==> config.mk <==
export PLATFORM = sky130hd
export DESIGN_NAME = advtim_seq_ctrl
export DESIGN_NICKNAME = d
export VERILOG_FILES = /design/src/rtl/advtim_seq_ctrl.sv
export SDC_FILE = /design/constraint.sdc
export NUM_CORES = 1
export LEC_CHECK = 0
export CORE_ASPECT_RATIO = 1.2
export CORE_MARGIN = 3
export CORE_UTILIZATION = 25
export CTS_CLUSTER_SIZE = 40
export DETAILED_ROUTE_END_ITERATION = 8
export GPL_TIMING_DRIVEN = 0
export HOLD_SLACK_MARGIN = 0.08
export PLACE_DENSITY_LB_ADDON = 0.2
export SYNTH_ARGS = -nofsm -noshare
export SYNTH_HDL_FRONTEND = slang
export SYNTH_SLANG_ARGS = --single-unit
==> constraint.sdc <==
create_clock -name pe_gen_clk -period 4.3 [get_ports pe_gen_clk]
set_input_delay 1.29 -clock pe_gen_clk [delete_from_list [all_inputs] [get_ports pe_gen_clk]]
set_output_delay 1.29 -clock pe_gen_clk [all_outputs]
set_load 0.05 [all_outputs]
==> src/rtl/advtim_seq_ctrl.sv <==
// Profile sequencer for the advanced-timer PWM generator: steps ARR/CC1 profiles with repeat counts.
// Optional watchdog on generator reloads is enabled by defining ADVTIM_SEQ_WDOG_EN.
module advtim_seq_ctrl #(
    parameter int NPROF = 4,
    parameter int REPW  = 8
) (
    input  logic            pe_gen_clk,
    input  logic            pe_gen_rst,
    input  logic            seq_start,
    input  logic            seq_stop,
    input  logic            seq_fault_clr,
    input  logic            seq_loop,
    input  logic [1:0]      seq_last,
    input  logic            prof_wr_en,
    input  logic [1:0]      prof_wr_idx,
    input  logic [15:0]     prof_wr_arr,
    input  logic [15:0]     prof_wr_cc1,
    input  logic [REPW-1:0] prof_wr_rep,
    input  logic            gen_hw_update,
    input  logic            gen_reloaded,
    input  logic            fault_detected,
`ifdef ADVTIM_SEQ_WDOG_EN
    input  logic [23:0]     seq_wdog_lim,
    output logic            seq_wdog_to,
`endif
    output logic            seq_tim_enable,
    output logic            seq_logic_clr,
    output logic [15:0]     seq_arr,
    output logic [15:0]     seq_cc1,
    output logic [1:0]      seq_prof_idx,
    output logic            seq_busy,
    output logic            seq_done,
    output logic            seq_fault
);
    // state  | meaning
    // IDLE   | generator off, outputs mirror slot 0
    // LAUNCH | one-cycle setup before enabling the generator
    // RUN    | generator enabled, stepping through profiles
    // STOP   | generator off, one-cycle logic clear
    // FAULT  | latched fault, waits for clear with fault gone
    typedef enum logic [2:0] {IDLE, LAUNCH, RUN, STOP, FAULT} state_t;

    state_t          state, state_nxt;
    logic [15:0]     arr_tab [NPROF];
    logic [15:0]     cc1_tab [NPROF];
    logic [REPW-1:0] rep_tab [NPROF];
    logic [REPW-1:0] rep_cnt, rep_cnt_nxt, rep_eff;
    logic [1:0]      idx_nxt, idx_adv;
    logic [15:0]     arr_nxt, cc1_nxt;
    logic            tim_en_nxt, logic_clr_nxt, busy_nxt, done_nxt, fault_nxt;
    logic            last_rep, at_end, wdog_hit;

    always_ff @(posedge pe_gen_clk) begin
        if (pe_gen_rst) begin
            for (int i = 0; i < NPROF; i++) begin
                arr_tab[i] <= 16'h0032;
                cc1_tab[i] <= 16'h0000;
                rep_tab[i] <= REPW'(1);
            end
        end else if (prof_wr_en) begin
            arr_tab[prof_wr_idx] <= prof_wr_arr;
            cc1_tab[prof_wr_idx] <= prof_wr_cc1;
            rep_tab[prof_wr_idx] <= prof_wr_rep;
        end
    end

`ifdef ADVTIM_SEQ_WDOG_EN
    logic [23:0] wdog_cnt;

    assign wdog_hit = (state == RUN) && (seq_wdog_lim != 24'd0) && (wdog_cnt + 24'd1 == seq_wdog_lim);

    // Counts RUN cycles since entry or the last reload.
    always_ff @(posedge pe_gen_clk) begin
        if (pe_gen_rst) begin
            wdog_cnt    <= 24'd0;
            seq_wdog_to <= 1'b0;
        end else begin
            wdog_cnt    <= (state != RUN || gen_reloaded) ? 24'd0 : wdog_cnt + 24'd1;
            seq_wdog_to <= wdog_hit;
        end
    end
`else
    assign wdog_hit = 1'b0;
`endif

    assign rep_eff  = (rep_tab[seq_prof_idx] == '0) ? REPW'(1) : rep_tab[seq_prof_idx];
    assign last_rep = (rep_cnt == rep_eff - REPW'(1));
    assign at_end   = (seq_prof_idx == seq_last) && !seq_loop;
    assign idx_adv  = (seq_prof_idx == seq_last) ? 2'd0 : seq_prof_idx + 2'd1;

    always_comb begin
        state_nxt     = state;
        idx_nxt       = seq_prof_idx;
        rep_cnt_nxt   = rep_cnt;
        arr_nxt       = seq_arr;
        cc1_nxt       = seq_cc1;
        tim_en_nxt    = seq_tim_enable;
        logic_clr_nxt = 1'b0;
        busy_nxt      = seq_busy;
        done_nxt      = 1'b0;
        fault_nxt     = seq_fault;
        if ((fault_detected || wdog_hit) && state != FAULT) begin
            state_nxt     = FAULT;
            tim_en_nxt    = 1'b0;
            logic_clr_nxt = 1'b1;
            busy_nxt      = 1'b0;
            fault_nxt     = 1'b1;
        end else begin
            case (state)
                IDLE: begin
                    arr_nxt    = arr_tab[0];
                    cc1_nxt    = cc1_tab[0];
                    tim_en_nxt = 1'b0;
                    busy_nxt   = 1'b0;
                    if (seq_start) begin
                        state_nxt   = LAUNCH;
                        idx_nxt     = 2'd0;
                        rep_cnt_nxt = '0;
                        busy_nxt    = 1'b1;
                    end
                end
                LAUNCH: begin
                    if (seq_stop) begin
                        state_nxt     = STOP;
                        logic_clr_nxt = 1'b1;
                        busy_nxt      = 1'b0;
                    end else begin
                        state_nxt  = RUN;
                        tim_en_nxt = 1'b1;
                    end
                end
                RUN: begin
                    if (seq_stop) begin
                        state_nxt     = STOP;
                        tim_en_nxt    = 1'b0;
                        logic_clr_nxt = 1'b1;
                        busy_nxt      = 1'b0;
                    end else if (gen_reloaded) begin
                        if (!last_rep) begin
                            rep_cnt_nxt = rep_cnt + REPW'(1);
                        end else begin
                            rep_cnt_nxt = '0;
                            if (at_end) begin
                                state_nxt     = STOP;
                                tim_en_nxt    = 1'b0;
                                logic_clr_nxt = 1'b1;
                                busy_nxt      = 1'b0;
                                done_nxt      = 1'b1;
                            end else begin
                                idx_nxt = idx_adv;
                            end
                        end
                    end else if (gen_hw_update && last_rep && !at_end) begin
                        // Table read here sees the value before any same-cycle write.
                        arr_nxt = arr_tab[idx_adv];
                        cc1_nxt = cc1_tab[idx_adv];
                    end
                end
                STOP: begin
                    state_nxt  = IDLE;
                    tim_en_nxt = 1'b0;
                    busy_nxt   = 1'b0;
                end
                FAULT: begin
                    if (seq_fault_clr && !fault_detected) begin
                        state_nxt = IDLE;
                        fault_nxt = 1'b0;
                    end
                end
                default: state_nxt = IDLE;
            endcase
        end
    end

    always_ff @(posedge pe_gen_clk) begin
        if (pe_gen_rst) begin
            state          <= IDLE;
            seq_prof_idx   <= 2'd0;
            rep_cnt        <= '0;
            seq_arr        <= 16'h0032;
            seq_cc1        <= 16'h0000;
            seq_tim_enable <= 1'b0;
            seq_logic_clr  <= 1'b0;
            seq_busy       <= 1'b0;
            seq_done       <= 1'b0;
            seq_fault      <= 1'b0;
        end else begin
            state          <= state_nxt;
            seq_prof_idx   <= idx_nxt;
            rep_cnt        <= rep_cnt_nxt;
            seq_arr        <= arr_nxt;
            seq_cc1        <= cc1_nxt;
            seq_tim_enable <= tim_en_nxt;
            seq_logic_clr  <= logic_clr_nxt;
            seq_busy       <= busy_nxt;
            seq_done       <= done_nxt;
            seq_fault      <= fault_nxt;
        end
    end
endmodule

# Yosys cells after proc, flatten, opt, wreduce, memory -nomap -nowiden
# Memory sizes are Yosys's and may differ from the RTL's. A register that Yosys moved wholly into a read port is not among the register bits.
# Index checks and enable logic that the tools add are counted.
# word_totals
rom_bits,0
memories,3
latchBits,0
in_bits,54
elab_cells,138
ramBits,160
ff_bits,50
# memory_table
name,words,word_bits,read_ports,rd_ports_with_merged_regs,write_ports,line_no,source
arr_tab,4,16,2,0,4,44,logic [15:0] arr_tab [NPROF];
cc1_tab,4,16,2,0,4,45,logic [15:0] cc1_tab [NPROF];
rep_tab,4,8,1,1,4,46,logic [REPW-1:0] rep_tab [NPROF];
# classes
order_cmp,0
mul,0
bitwise,2
n_addsub,3
div,0
eq_ne,25
reduce_logical,29
mux,65
shifts,0
# ops
cell,count
$mux W16,8
$pmux W16 S2,2
$mux W8,6
$reduce_or A16 Y1,2
$reduce_and A5 Y1,6
$mux W1,25
$mux W2,11
$mux W3,7
$ne A2 B2 Y1 const B,10
$ne A3 B3 Y1 const B,6
$pmux W8 S2,1
$ne A4 B4 Y1 const B,3
$pmux W3 S4,1
$add A8 B1 Y8 const B,1
$eq A8 B8 Y1,1
$logic_not A8 Y1,1
$reduce_or A8 Y1,1
$sub A8 B1 Y8 const B,1
$reduce_and A7 Y1,1
$eq A3 B2 Y1 const B,2
$reduce_bool A2 Y1,3
$logic_and A1 B1 Y1,5
$pmux W1 S4,1
$pmux W2 S2,1
14 further kinds,18

# Logic depth before layout (Yosys ltp)
# depth
ltp_word,10
mapped_depth,13
ltp_nobuf,12

# Worst setup path after synthesis
# Ideal clock, no wire load.
# synth_path
path_kind,reg-to-reg
from,reg (tool-made name)
to,reg seq_arr[1]
slack_ps,841
path_buffers,2
path_stages_with_launch,14
period_less_slack_ps,3459
setup_time_ps,135
t_arrival_ps,3324
required_time_ps,4165
path_cell_list,dfxtp_1 > buf_6 > mux4_2 > nor4_4 > a21oi_2 > ha_1 > nor3b_2 > mux2_1 > a22o_1 > a2bb2oi_4 > and3b_2 > buf_6 > nor4b_1 > nor4_1
# synth_lines
item,line_no,source
"end signal, assigned",191,seq_arr <= arr_nxt;
"end, declared",28,"output logic [15:0] seq_arr,"

==> metrics.cfg <==
[worst_setup_path]
arrival_ns=4.14
start_kind=input pin
crit_required_ns=4.43
cp_max_fo=40
worstSetupPathType=in -> reg
endpoint_kind=register

[final_layout]
stdcell_count=1587
layout-drive-gt1-share=0.0655
mostFrequentLayoutCells=edfxtp_1, and2_1, clkdlybuf4s50_1
nNetsFinal=1094
antenna_cells=0
fin_util=0.315
areaGrowthSynthToFinish_pct=22.7
final_common_cell=edfxtp_1

[logic_synthesis]
syn-num-nets=979
synthMuxAreaShare=0.0504
yosysSeqAreaShare=0.566
synth_area_per_cell_um2=11.2
syn_inst=923
synthArstFlopShare=0
synth_compound_area_frac=0.123
ys_seq_elements=212
synth.area.top_cells=edfxtp_1, dfxtp_1, and2_1
synth_top_family_by_area=simple AND/OR/NAND/NOR gates
ys.warnings.count=0
synth_area_leader_cell=edfxtp_1
synth_top_area_frac=0.466
synthAdderAreaFrac=0.00242
synthSimpleGateAreaFrac=0.209
synth-xor-area-share=0.0119
synth-main-ff-cell=edfxtp_1
synthDistinctLibCells=62
synth-edff-count=160
syn-cell-area_um2=10300

[placed_design]
io_buffers=90
place_hpwl_mm=23.6
place.gp.congestion=0.786
placed_cells=1547

[pwr]
power_leakage_uw=0.00430
total_switching_power_uw=1260
seq_power_share=0.478
p_clk_frac=0.403
power_density_nw_per_um2=398
p_int_uw=3780
peakVddDrop_mv=0.220
combPwrFrac=0.119
sw_frac_of_total=0.249

[cts]
clock_sinks=212
cts_hold_buf=0
cts_tree=done
clock_latency_ns=0.52
clk_path_buf_depth=3
cts.clk_slew.worst_paths_ns=0.06
cts-root-buf=clkbuf_16
numCtsBuffers=23
cts_max_level=1
post-cts-setup-buffer-count=0

[sta]
worst-slew-pin-transition_ns=1.26
relSlewSlack=0.157
hold_viol=0
max_freq_mhz=249
min_period_over_period=0.934
report.final.slew_viol_count=0
fin_skew_ns=0.00578
rsz0062_at_grt=false
setup_viol=0
period_minus_slack_ns=4.02

[routing]
viasPerCell=4.88
wirelength_mm=33.1
first_pass_iters=5
drt_drc_violations_left=0
dr.first_iter.drc_count=623
routed-via-count=7741
ant_nets=0
wl_per_cell_um=20.8

[floorplanning]
start_util=0.256
dieArea_um2=43800
ioPinCount=93
rows=80
coreArea_um2=40200
die_y_um=229
die_w_um=191

[grt]
grt_antenna_before_repair=0
grt_pass1_vias=7796
grt_overflow=0
grt_use_total=0.149
grt_pass1_wl_mm=49.6
grt_max_degree=41

[flow_run]
drv_cap=0

[min_path]
hold_path.class=reg -> reg

[outcome]
status=finished, final reports clean

[power groups by stage]
stage               sequential (µW)  combinational [µW]  clock [µW]
floorplan                      2520                 267           0
global placement               2450                 598           0
detailed placement             2450                 603           0
CTS                            2410                 605        2080
global route                   2420                 647        2160
finish                         2410                 600        2030
[cell type report]
type	count	area, µm²
Buffer	77	323
Clock buffer	31	606
Clock inverter	10	145
Fill cell	4149	27600
Inverter	15	56.3
Multi-Input combinational cell	618	4100
Sequential cell	212	5850
Tap cell	533	667
Timing Repair Buffer	91	921
[repair_timing]
action                                  in CTS  in global routing
hold endpoints to repair                     0                  0
resized for setup                            0                  1
endpoints found under the setup margin       0                 41
[flip-flops by register name (all words and copies together), names as in the netlist, named ones only]
signal / cells
arr_tab: 64
cc1_tab: 64
rep_cnt: 8
rep_tab: 32
seq_arr: 16
seq_busy: 1
seq_cc1: 16
seq_done: 1
seq_fault: 1
seq_logic_clr: 1
seq_prof_idx: 2
seq_tim_enable: 1
state: 3
[layer usage]
metal | routed length (µm) | vias to the layer above | track usage
met5 | 0 | - | 0
met4 | 539 | 0 | 0.0353
met3 | 1810 | 42 | 0.0242
met2 | 15500 | 230 | 0.242
met1 | 15200 | 3794 | 0.208
li1 | - | 3675 | -
[path summary, 6_finish.rpt]
path                                 start  slack [ns]             to  cells after the start
worst max-delay path            prof_wr_en        0.28  cc1_tab[2][3]                      5
worst min-delay path            rep_cnt[1]        0.51     rep_cnt[1]                      2
worst max register to register    register        0.32     seq_arr[5]                     13
worst min register to register  rep_cnt[1]        0.51     rep_cnt[1]                      2
[synth_stat cells (all sizes together), types with 20 or more instances]
master / instances
clkbuf: 68
dfxtp: 52
nor4: 34
a311o: 20
nand2: 31
edfxtp: 160
o221ai: 22
a21oi: 49
nand3: 36
o22ai: 32
mux2i: 22
nor2: 72
and2: 150
[cells by family (layout without fill, tap and decap cells)]
| logic type | after synthesis | in the layout |
|---|---|---|
| multiplexers | 40 | 40 |
| buffers and inverters | 93 | 224 |
| AND/OR/NAND/NOR | 384 | 384 |
| AO/OA/AOI/OAI | 178 | 178 |
| flip-flops | 212 | 212 |
| adder cells (fa/ha/maj) | 2 | 2 |
| XOR/XNOR | 14 | 14 |
[critical path, stage by stage]
cell             delay (ns)
clkdlybuf4s50_1        0.54
nor2b_1                0.35
and3b_1                0.37
clkbuf_1               0.49
or2_2                  1.06
[metrics by stage]
| stage | setup WS, ns | setup TNS [ns] | total power (µW) | hold WS (ns) | instance area [µm²] |
|---|---|---|---|---|---|
| final | 0.282 | 0 | 5040 | 0.511 | 12700 |
| after global routing | 0.0585 | 0 | 5220 | 0.544 | 12700 |
| after CTS | 0.0833 | 0 | 5090 | 0.517 | 12700 |
| after detailed placement | -0.456 | -43.09 | 3050 | 0.506 | 11900 |
| after global placement | -0.907 | -79.59 | 3050 | 0.493 | 11900 |
| after floorplan | 0.841 | 0 | 2790 | 0.469 | 10300 |
(Power assumes the default switching activity.)
